==> config.mk <==
export PLATFORM = sky130hd
export DESIGN_NAME = coax_rx_byte_streamer
export DESIGN_NICKNAME = d
export VERILOG_FILES = /design/src/rtl/coax_pkg.sv /design/src/rtl/coax_rx_frame_tracker.sv /design/src/rtl/coax_rx_byte_streamer.sv
export SDC_FILE = /design/constraint.sdc
export NUM_CORES = 1
export LEC_CHECK = 0
export ABC_AREA = 1
export CORE_ASPECT_RATIO = 0.5
export CORE_MARGIN = 5
export CORE_UTILIZATION = 49
export DETAILED_ROUTE_END_ITERATION = 6
export PLACE_DENSITY = 0.7
export SLEW_MARGIN = 20
export SYNTH_ARGS = -nofsm -noshare
export SYNTH_HDL_FRONTEND = slang
export SYNTH_HIERARCHICAL = 1
export SYNTH_SLANG_ARGS = --single-unit
==> constraint.sdc <==
create_clock -name clk -period 1.7 [get_ports clk]
set_clock_uncertainty 0.2 [all_clocks]
set_input_delay 0.425 -clock clk [delete_from_list [all_inputs] [get_ports clk]]
set_output_delay 0.425 -clock clk [all_outputs]
set_load 0.01 [all_outputs]
==> src/rtl/coax_pkg.sv <==
// Shared tags, FSM state encoding and byte-format helpers for the coax RX byte streamer.
package coax_pkg;

  localparam int COUNT_WIDTH_DEF = 16;

  localparam logic [1:0] TAG_WORD = 2'b01;
  localparam logic [1:0] TAG_EOF  = 2'b10;
  localparam logic [1:0] TAG_ERR  = 2'b11;

  localparam logic [2:0] ST_IDLE       = 3'd0;
  localparam logic [2:0] ST_WORD_HI    = 3'd1;
  localparam logic [2:0] ST_WORD_LO    = 3'd2;
  localparam logic [2:0] ST_EOF_MARK   = 3'd3;
  localparam logic [2:0] ST_EOF_CNT_HI = 3'd4;
  localparam logic [2:0] ST_EOF_CNT_LO = 3'd5;
  localparam logic [2:0] ST_ERR_MARK   = 3'd6;

  typedef enum logic [2:0] {
    IDLE       = ST_IDLE,
    WORD_HI    = ST_WORD_HI,
    WORD_LO    = ST_WORD_LO,
    EOF_MARK   = ST_EOF_MARK,
    EOF_CNT_HI = ST_EOF_CNT_HI,
    EOF_CNT_LO = ST_EOF_CNT_LO,
    ERR_MARK   = ST_ERR_MARK
  } state_e;

  function automatic logic [7:0] word_hi_byte(input logic perr, input logic [1:0] d_hi);
    return {TAG_WORD, 3'b000, perr, d_hi};
  endfunction

  function automatic logic [7:0] marker_byte(input logic [1:0] tag);
    return {tag, 6'b000000};
  endfunction

endpackage

==> src/rtl/coax_rx_frame_tracker.sv <==
// Registers rx_active/rx_error, detects frame-end and error-start edges, and holds the
// resulting eof/err pending flags until the streamer clears them.
module coax_rx_frame_tracker (
  input  logic clk,
  input  logic reset,
  input  logic rx_active_i,
  input  logic rx_error_i,
  input  logic cnt_nz_i,
  input  logic eof_clr_i,
  input  logic err_clr_i,
  output logic eof_pending_o,
  output logic err_pending_o
);

  logic active_q;
  logic error_q;
  logic eof_pending_q;
  logic err_pending_q;

  logic active_fall;
  logic error_rise;

  assign active_fall = active_q && !rx_active_i;
  assign error_rise  = rx_error_i && !error_q;

  always_ff @(posedge clk) begin
    if (reset) begin
      active_q      <= 1'b0;
      error_q       <= 1'b0;
      eof_pending_q <= 1'b0;
      err_pending_q <= 1'b0;
    end else begin
      active_q <= rx_active_i;
      error_q  <= rx_error_i;
      // An empty frame produces no EOF; a clear retires the flag even if another frame just ended.
      if (eof_clr_i) begin
        eof_pending_q <= 1'b0;
      end else if (active_fall && cnt_nz_i) begin
        eof_pending_q <= 1'b1;
      end
      if (error_rise) begin
        err_pending_q <= 1'b1;
      end else if (err_clr_i) begin
        err_pending_q <= 1'b0;
      end
    end
  end

  assign eof_pending_o = eof_pending_q;
  assign err_pending_o = err_pending_q;

endmodule

==> src/rtl/coax_rx_byte_streamer.sv <==
// Turns RX FIFO words, frame ends and receiver errors into a tagged, self-describing byte stream.
// Optional parity checking of each popped word: COAX_RX_STREAMER_PARITY_CHECK_EN.
module coax_rx_byte_streamer
  import coax_pkg::*;
#(
  parameter int COUNT_WIDTH = COUNT_WIDTH_DEF
) (
  input  logic       clk,
  input  logic       reset,
  input  logic [9:0] fifo_data,
  input  logic       fifo_parity,
  input  logic       fifo_empty,
  output logic       fifo_read_strobe,
  input  logic       rx_active,
  input  logic       rx_error,
  output logic [7:0] out_data,
  output logic       out_valid,
  input  logic       out_ready
);

  localparam int SNAP_W = (COUNT_WIDTH < 16) ? COUNT_WIDTH : 16;

  state_e                 state_q;
  logic [7:0]             out_data_q;
  logic                   out_valid_q;
  logic                   strobe_q;
  logic [COUNT_WIDTH-1:0] cnt_q;
  logic [7:0]             lo_q;
  logic [15:0]            snap_q;

  logic eof_pending;
  logic err_pending;
  logic accept;
  logic eof_clr;
  logic err_clr;
  logic perr_d;

`ifdef COAX_RX_STREAMER_PARITY_CHECK_EN
  assign perr_d = fifo_parity ^ (^fifo_data);
`else
  logic unused_parity;
  assign unused_parity = fifo_parity;
  assign perr_d        = 1'b0;
`endif

  assign accept  = out_valid_q && out_ready;
  assign err_clr = accept && (state_q == ERR_MARK);
  assign eof_clr = err_clr || (accept && (state_q == EOF_CNT_LO));

  coax_rx_frame_tracker u_tracker (
    .clk           (clk),
    .reset         (reset),
    .rx_active_i   (rx_active),
    .rx_error_i    (rx_error),
    .cnt_nz_i      (cnt_q != '0),
    .eof_clr_i     (eof_clr),
    .err_clr_i     (err_clr),
    .eof_pending_o (eof_pending),
    .err_pending_o (err_pending)
  );

  always_ff @(posedge clk) begin
    if (reset) begin
      state_q     <= IDLE;
      out_data_q  <= 8'h00;
      out_valid_q <= 1'b0;
      strobe_q    <= 1'b0;
      cnt_q       <= '0;
      lo_q        <= 8'h00;
      snap_q      <= 16'h0000;
    end else begin
      strobe_q <= 1'b0;
      unique case (state_q)
        IDLE: begin
          if (err_pending) begin
            state_q     <= ERR_MARK;
            out_data_q  <= marker_byte(TAG_ERR);
            out_valid_q <= 1'b1;
          end else if (!fifo_empty) begin
            state_q     <= WORD_HI;
            out_data_q  <= word_hi_byte(perr_d, fifo_data[9:8]);
            lo_q        <= fifo_data[7:0];
            out_valid_q <= 1'b1;
            strobe_q    <= 1'b1;
            // Words of a frame that began before its predecessor's EOF went out stay uncounted.
            if (!eof_pending && !(&cnt_q)) begin
              cnt_q <= cnt_q + 1'b1;
            end
          end else if (eof_pending) begin
            state_q     <= EOF_MARK;
            snap_q      <= 16'(cnt_q[SNAP_W-1:0]);
            out_data_q  <= marker_byte(TAG_EOF);
            out_valid_q <= 1'b1;
          end
        end
        WORD_HI: begin
          if (accept) begin
            out_valid_q <= 1'b0;
            state_q     <= WORD_LO;
          end
        end
        WORD_LO: begin
          if (!out_valid_q) begin
            out_data_q  <= lo_q;
            out_valid_q <= 1'b1;
          end else if (out_ready) begin
            out_valid_q <= 1'b0;
            state_q     <= IDLE;
          end
        end
        EOF_MARK: begin
          if (accept) begin
            out_valid_q <= 1'b0;
            state_q     <= EOF_CNT_HI;
          end
        end
        EOF_CNT_HI: begin
          if (!out_valid_q) begin
            out_data_q  <= snap_q[15:8];
            out_valid_q <= 1'b1;
          end else if (out_ready) begin
            out_valid_q <= 1'b0;
            state_q     <= EOF_CNT_LO;
          end
        end
        EOF_CNT_LO: begin
          if (!out_valid_q) begin
            out_data_q  <= snap_q[7:0];
            out_valid_q <= 1'b1;
          end else if (out_ready) begin
            out_valid_q <= 1'b0;
            cnt_q       <= '0;
            state_q     <= IDLE;
          end
        end
        ERR_MARK: begin
          if (accept) begin
            out_valid_q <= 1'b0;
            cnt_q       <= '0;
            state_q     <= IDLE;
          end
        end
        default: begin
          out_valid_q <= 1'b0;
          state_q     <= IDLE;
        end
      endcase
    end
  end

  assign out_data         = out_data_q;
  assign out_valid        = out_valid_q;
  assign fifo_read_strobe = strobe_q;

endmodule
; Word level (Yosys, flattened, before mapping)
; Index checks and enable logic that the tools add are counted.
[op_classes]
mux = 35
bitwise_logic = 3
addsub = 1
n_eq_ne = 23
reduce_logical = 29
[ops]
columns = operator, n
row1 = 2-to-1 mux 16 bit, 6
row2 = 2-to-1 mux 8 bit, 6
row3 = case mux 16 bit (3 select lines), 1
row4 = case mux 8 bit (4 select lines), 1
row5 = 2-to-1 mux 3 bit, 10
row6 = "!= test 2 bit, second input constant", 13
row7 = case mux 3 bit (6 select lines), 1
row8 = "adder 16 x 1 -> 16 bit, second input constant", 1
row9 = AND reduction 16 bit, 1
row10 = nonzero test 16 bit, 1
row11 = "equality test 3 bit, second input constant", 3
row12 = 2-to-1 mux 1 bit, 9
row13 = OR reduction 3 bit, 3
row14 = AND reduction 8 bit, 1
row15 = logical AND 1 bit, 7
row16 = AND reduction 7 bit, 1
row17 = "equality test 3 x 2 -> 1 bit, second input constant", 2
row18 = "!= test 2 x 1 -> 1 bit, second input constant", 3
row19 = AND reduction 5 bit, 1
row20 = zero test 1 bit, 4
row21 = "!= test 4 x 2 -> 1 bit, second input constant", 1
row22 = AND reduction 4 bit, 1
row23 = nonzero test 4 bit, 1
row24 = OR reduction 2 bit, 2
row25 = 9 further kinds, 11
[word_totals]
wordCells = 102
reg_bits = 57
input_bits = 17

; Longest topological paths before layout
[depth]
ltp_word = 7
mapped_depth = 11
depth_no_buf = 11

; By module
; Netlist, hierarchy kept.
[modules_own_cells]
columns = module, area_per_inst_um2, instances, cells_per_inst
row1 = coax_rx_byte_streamer, 2870.3, 1, 406
row2 = coax_rx_frame_tracker, 138.9, 1, 17

; Worst setup path before layout
; Ideal clock, no wire load.
[synth_timing]
path_type = register to register
from = register cnt_q[0]
to = register cnt_q[12]
n_path_buf = 1
t_required_ns = 1.388
arrival_ns = 1.382
stages_incl_launch_ff = 10
path_slack_ns = 0.005
setup_ns = 0.112
period_less_slack_ns = 1.695
cell_sequence = dfxtp_1 ha_1 nand2_1 nor2_4 nand4_4 nand2_4 nand2_4 buf_6 o21bai_2 nor2_2
[synth_between]
elab_chain_cells = 5
word_cells_on_any_way = 10
[synth_lines]
columns = element, line
row1 = from (decl), coax_rx_byte_streamer.sv:27  ; logic [COUNT_WIDTH-1:0] cnt_q;
row2 = from (signal assigned), coax_rx_byte_streamer.sv:87  ; cnt_q <= cnt_q + 1'b1;
row3 = adder 16 x 1 -> 16 bit or AND reduction 16 bit (tied branches), "coax_rx_byte_streamer.sv:87, coax_rx_byte_streamer.sv:86"
row4 = 2-to-1 mux 16 bit or zero test 1 bit (tied branches), coax_rx_byte_streamer.sv:86  ; if (!eof_pending && !(&cnt_q)) begin
row5 = 2-to-1 mux 16 bit or logical AND 1 bit (tied branches), "coax_rx_byte_streamer.sv:79, coax_rx_byte_streamer.sv:86"
row6 = 2-to-1 mux 16 bit or != test 2 bit (tied branches), -
row7 = case mux 16 bit (3 select lines) or AND reduction 7 bit (tied branches), -
; Parallel ways exist; a longest one is shown, timed or not. The select of a mux whose other input is x is not followed.
; A chain may end at the register's enable or synchronous reset.

; Worst setup path after layout
[layout_timing]
from = register state_q[0]
to = register cnt_q[4]
[layout_between]
elab_chain_cells = 3
word_cells_on_any_way = 12
[layout_lines]
columns = element, line
row1 = from (decl), coax_rx_byte_streamer.sv:23  ; state_e state_q;
row2 = from (signal assigned), coax_rx_byte_streamer.sv:64  ; state_q <= IDLE;
row3 = from (signal assigned), coax_rx_byte_streamer.sv:76  ; state_q <= ERR_MARK;
row4 = from (signal assigned), coax_rx_byte_streamer.sv:80  ; state_q <= WORD_HI;
row5 = equality test 3 bit or zero test 3 bit (tied branches), coax_rx_byte_streamer.sv:73  ; unique case (state_q)
row6 = != test 2 bit (no source line) or nonzero test 3 bit (tied branches), -
row7 = AND reduction 7 bit (no source line), -
; Parallel ways exist; a longest one is shown, timed or not.

==> results.cfg <==
[synth]
yosysWarnings = 6
synth_adder_area_share_pct = 0.832
synth_compound_area_share_pct = 17.5
synth_seq_cells = 57
seq_area_frac_synth_pct = 37.9
synth_top_area_share_pct = 37.9
syn_inst = 423
synthSimpleGateAreaFrac_pct = 33.4
synth_xor_area_share_pct = 0.582
postSynthAreaPerCell_um2 = 7.11
yosysUniqueCellTypes = 35
mappedNetlistNets = 442
synthMuxAreaShare_pct = 0
synthTopCellsByArea = dfxtp_1, nand2_1, a21oi_1
yosys.area.top_type = dfxtp_1
synth_top_family_by_area = simple AND/OR/NAND/NOR gates
synth_area_mm2 = 0.00301

[grt]
grt-ovfl-total = 0
grt_pass1_wl_um = 14400
antenna_found_initial = 0
grtUsageTotal_pct = 23.3
grt_pass1_vias = 2940
grt_max_degree = 27

[sta]
final.setup.worst_slack_ns = 0.0236
setup_viol = 0
slew_viol_final = 0
rsz0062_at_grt = true
post-route-period-util_pct = 98.6
final-hold-violation-count = 0
slew_headroom_pct = 77.0
tightest_slew_ns = 0.345
max_freq_mhz = 597
finalCriticalPeriod_ns = 1.68

[setup_path]
crit_required_ns = 1.71
path_max_fanout = 8
end_kind = flip-flop
crit_type = reg2reg
r2r_slack_ns = 0.02
worstPathArrival_ns = 1.68
startpoint_type = flip-flop

[drt]
finalWirelength_um = 8630
wl_per_cell_um = 14.6
viasPerCell = 5.24
drc = 0
dr.pass1.iters = 5
drt_iter0_markers = 302
drtAntennaViolNets = 0
vias = 3092

[die]
die_area_mm2 = 0.00790
die_h_um = 65.4
design.core.area_mm2 = 0.00601
ioPinCount = 27
row_count = 20
start_util_pct = 50.1
die_w_um = 121

[cts]
cts_tree = built
htree_levels = 3
cts_num_sinks = 57
clk_path_buf_depth = 2
path_clk_slew_ns = 0.06
cts_buffers = 9
root_buffer = clkbuf_16
clock_latency_ns = 0.33
ctsHoldBuffers = 0

[power_and_ir_drop]
power.switching_uw = 1900
seqPwrFrac_pct = 30.8
p_clk_share_pct = 33.9
power_density_mw_per_mm2 = 1270
switching_share_pct = 35.1
pwr-share-comb_pct = 35.3
irDropWorstVdd_uv = 730
power_uw = 5410
intPower_uw = 3510
power_leakage_uw = 0.00181

[layout]
multi_input_area_mm2 = 0.00175
area_delta_synth_final_pct = 41.6
diodes = 0
fillers = 459
drive_gt1_share_pct = 31.8
layout_common_cells = nand2_1, buf_4, dfxtp_1
fin_util_pct = 70.9
layout_commonest_cell = nand2_1
final_nets = 527
seq_area_mm2 = 0.00116

[job]
maxCapViolCount = 0

[outcome]
status = finished clean

[placed_design]
gp_congestion = 0.996
pre_cts_slack_ns = -0.391
portBuffers = 25
dp_hpwl_um = 5950

[worst_hold_path]
hp-class = reg2reg
==> worst paths after layout <==
path	from	end	cells past startpoint
worst max-delay path	state_q[0]	cnt_q[4]	8
worst min register to register	snap_q[10]	snap_q[10]	2
worst max register to register	state_q[0]	cnt_q[4]	8
worst min-delay path	snap_q[10]	snap_q[10]	2
==> cells by family after synthesis <==
family	after synthesis
simple gates	201
compound gates	97
buf+inv	64
flops	57
xor+xnor	2
fa+ha+maj	2
==> cells in the mapped netlist, drive strengths merged <==
master and number:
nor3b 1, nor2 44, o21ai 41, nand4 7
nand2 104, nor3 3, a21oi 51, xor2 2
o22ai 1, o21a 1, buf 9, ha 2
inv 50, clkbuf 5, or2 2, a31oi 2
and3 1, o21bai 1, dfxtp 57, nand3 36
nand3b 1, nor4 2
==> cell type report <==
cell class,count,share of cell area [%]
Multi-Input combinational cell,303,41.1
Sequential cell,57,27.1
Timing Repair Buffer,87,17.8
Clock buffer,10,5.61
Inverter,50,4.58
Tap cell,77,2.26
Clock inverter,6,1.56
==> power groups by stage <==
stage | Sequential, uW | Combinational (uW) | Clock, uW
after floorplan | 1710 | 1040 | 0
after global placement | 1660 | 1730 | 0
after detailed placement | 1670 | 1750 | 0
after CTS | 1640 | 1740 | 1850
after global routing | 1690 | 2090 | 1920
final | 1670 | 1910 | 1840
==> state kept, by name (all words and copies together), names as in the netlist <==
| signal | flops |
|---|---|
| cnt_q | 16 |
| u_tracker/active_q | 1 |
| u_tracker/eof_pending_o | 1 |
| out_data | 8 |
| out_valid | 1 |
| state_q | 3 |
| u_tracker/err_pending_o | 1 |
| snap_q | 16 |
| fifo_read_strobe | 1 |
| lo_q | 8 |
| u_tracker/error_q | 1 |
==> metrics by stage <==
step | TNS (ns) | cell area, um^2 | instances | hold slack [ns]
floorplan | 0 | 3010 | 423 | 0.224
global placement | -11.29 | 3680 | 563 | 0.238
detailed placement | -12.60 | 3680 | 563 | 0.239
CTS | 0 | 4010 | 580 | 0.248
global route | -0.388 | 4260 | 590 | 0.285
finish | 0 | 4260 | 590 | 0.253
==> per-layer routing <==
layer	part of all wire (%)	up-vias	track usage [%]
met5	0	-	0
met4	1.5	0	6.36
met3	7.3	16	7.82
met2	44	100	36.6
met1	47	1417	30.9
li1	-	1559	-
==> critical path, cell delays in order (launching register included) <==
cell and delay (ns):
dfxtp_4 0.36, buf_4 0.14, nor2_2 0.13, inv_2 0.07, nand2_4 0.09, nand3_4 0.19, buf_4 0.20, nand3_1 0.11
a21oi_2 0.07
==> what timing repair did <==
item | in CTS | in global routing
pin swaps | 0 | 18
gates cloned | 0 | 1
setup endpoints to repair | 23 | 40
buffers inserted | 1 | 9
gates resized for setup | 15 | 54
Note: power is estimated with default switching activity, not from simulation.
==> RTL edit (same settings) <==
`COUNT_WIDTH_DEF`: 16 -> 32.
--- a/src/rtl/coax_pkg.sv
+++ b/src/rtl/coax_pkg.sv
@@ -1,7 +1,7 @@
 // Shared tags, FSM state encoding and byte-format helpers for the coax RX byte streamer.
 package coax_pkg;
 
-  localparam int COUNT_WIDTH_DEF = 16;
+  localparam int COUNT_WIDTH_DEF = 32;
 
   localparam logic [1:0] TAG_WORD = 2'b01;
   localparam logic [1:0] TAG_EOF  = 2'b10;
Behaviour: same outputs for any inputs over 10 cycles, from zero or initial values and one cycle with reset high; that may be too few to reach the edited logic, so the function may still have changed.
==> RTL edit against the unedited design <==
- the run now ends with negative setup slack left
- worst setup slack worse by 0.37 ns
- sequential cell count rose by 16
- power increased by 40%
- cell area is 53% higher
- synthesized area rose by 31%
- routed wire length rose by 100%
- maximum frequency shrank 18%
- via count rose by 71%
- global-route usage up 4.4 points
- largest cell class unchanged
==> RTL edit: results (changes against the unedited design) <==
* Fraction of area in multi-input gates at 41.5% (+0.39 points)
* Layout clock area frac at 5.01% (-2.2 points)
* Most frequent cells after synthesis: nand2_1, nor2_1, inv_1, dfxtp_1, a21oi_1
* Largest area contributor in the netlist: dfxtp_1
* Post-synth cell types at 32 (-8.6%)
* Vias/cell at 5.88 (+12%)
* Status: finished with violations
* Leakage Power at 2.91 nW (+61%)
* Buffers, non-clock at 169 (+94%)
* Worst-Margin Slew at 0.569 ns (+0.224 ns)
* Routed wl met3 at 1.94 mm (+210%)
* Critical Path Source: cnt_q[1]
* Seq cells at 73 (+28%)
* Setup Buffers After CTS at 10 (+9)
* DP HPWL at 9.01 mm (+52%)
* Post-synthesis sequential area ratio at 37.2% (-0.75 points)
* Placed Area at 5250 µm² (+43%)
* First-pass GRT wire length at 21.5 mm (+50%)
* Worst-path maximum fanout at 5 (-3)
* #MultiIn Comb at 446 (+47%)
* Max VDD drop at 0.000730 V (about the same)
* CP arrival at 2.09 ns (+0.41 ns)
* CP endpoint: cnt_q[12]
* Comb power at 0.00339 W (+77%)
* Largest net degree at the start of global routing at 25 (-7.4%)
* Layout cells sized above 1 at 40.5% (+8.8 points)
* Failing checks: negative setup slack
* Sequential Area at 1480 µm² (+28%)
* Grt met3 use at 6.57% (-1.3 points)
* Number of global-route vias before repair at 4443 (+51%)
* Inverter count at 83 (+66%)
* Switching part of the total at 37.9% (+2.8 points)
* Syn nets at 638 (+44%)
* Met1 usage at 34.8% (+3.9 points)
* Routed wire length at 17.5 mm (+100%)
* Pwr dens at 1170 nW/µm² (-8.2%)
* Final worst slack at -0.348 ns (-0.372 ns)
* Reg2reg path depth at 12 (+4)
* Final setup violation count at 61 (+61)
* Fill cell count at 431 (-6.1%)
* Routability Congestion at 0.980 (-1.6%)
* CLK BUF at 9 (-1)
* Buffers on Ports at 25 (unchanged)
* Signal buf overhead at 23.6% (+5.8 points)
* Max FFs per register at 32
* Largest cells by area after synthesis: dfxtp_1, nand2_1, nor2_1
* Antenna diodes at 0 (unchanged)
* M1 wire length at 6.50 mm (+59%)
* Tapcell count at 112 (+45%)
* Met2 usage at 48.2% (+12 points)
* Part of the power in registers at 27.4% (-3.4 points)
* DRT Pass-1 Iters at 6 (+1)
* Clock Latency Late Sink at 0.34 ns
* Overall Global Routing Usage at 27.7% (+4.4 points)
RTL edit: changes by cell type after synthesis, sizes merged, moves of 8 or more:
cell | before | now
a21oi | 51 | 63
dfxtp | 57 | 73
inv | 50 | 82
nand2 | 104 | 155
nand3 | 36 | 44
nor2 | 44 | 100
RTL edit: worst min-delay path by stage:
stage	cells past startpoint	slack [ns]	end	start
2_1_floorplan	2	0.23	lo_q[7]	lo_q[7]
5_1_grt	2	0.31	u_tracker/eof_pending_o	u_tracker/active_q
3_3_place_gp	2	0.24	lo_q[3]	lo_q[3]
3_5_place_dp	3	0.25	u_tracker/err_pending_o	u_tracker/error_q
6_report	2	0.28	u_tracker/eof_pending_o	u_tracker/active_q
4_1_cts	2	0.26	lo_q[3]	lo_q[3]
RTL edit: through the flow:
stage	hold WS, ns	worst slack, ns	utilization, %	TNS [ns]	std cells
3_5_place_dp	0.249	-0.397	66.4	-21.04	856
6_report	0.275	-0.348	82.3	-11.46	899
5_1_grt	0.310	-0.398	82.3	-14.23	899
2_1_floorplan	0.230	-0.118	-	-2.43	619
3_3_place_gp	0.242	-0.393	66.4	-20.34	856
4_1_cts	0.260	-0.250	74.3	-5.98	885
RTL edit: critical path, stage by stage (launching register included):
cell	delay, ns
dfxtp_4	0.37
ha_4	0.17
nand2_4	0.06
nor2_4	0.16
nand3_4	0.10
nor2_4	0.13
nand2_2	0.10
nand2_4	0.12
nand2_8	0.08
buf_12	0.14
buf_16	0.13
a21oi_2	0.12
nor2_1	0.06
RTL edit: cell families after synthesis:
family,count (synthesis),synth area share (%)
compound gates,111,15.1
xor+xnor,7,1.56
fa+ha+maj,2,0.636
buf+inv,100,10.4
flops,73,37.2
simple gates,326,35.1
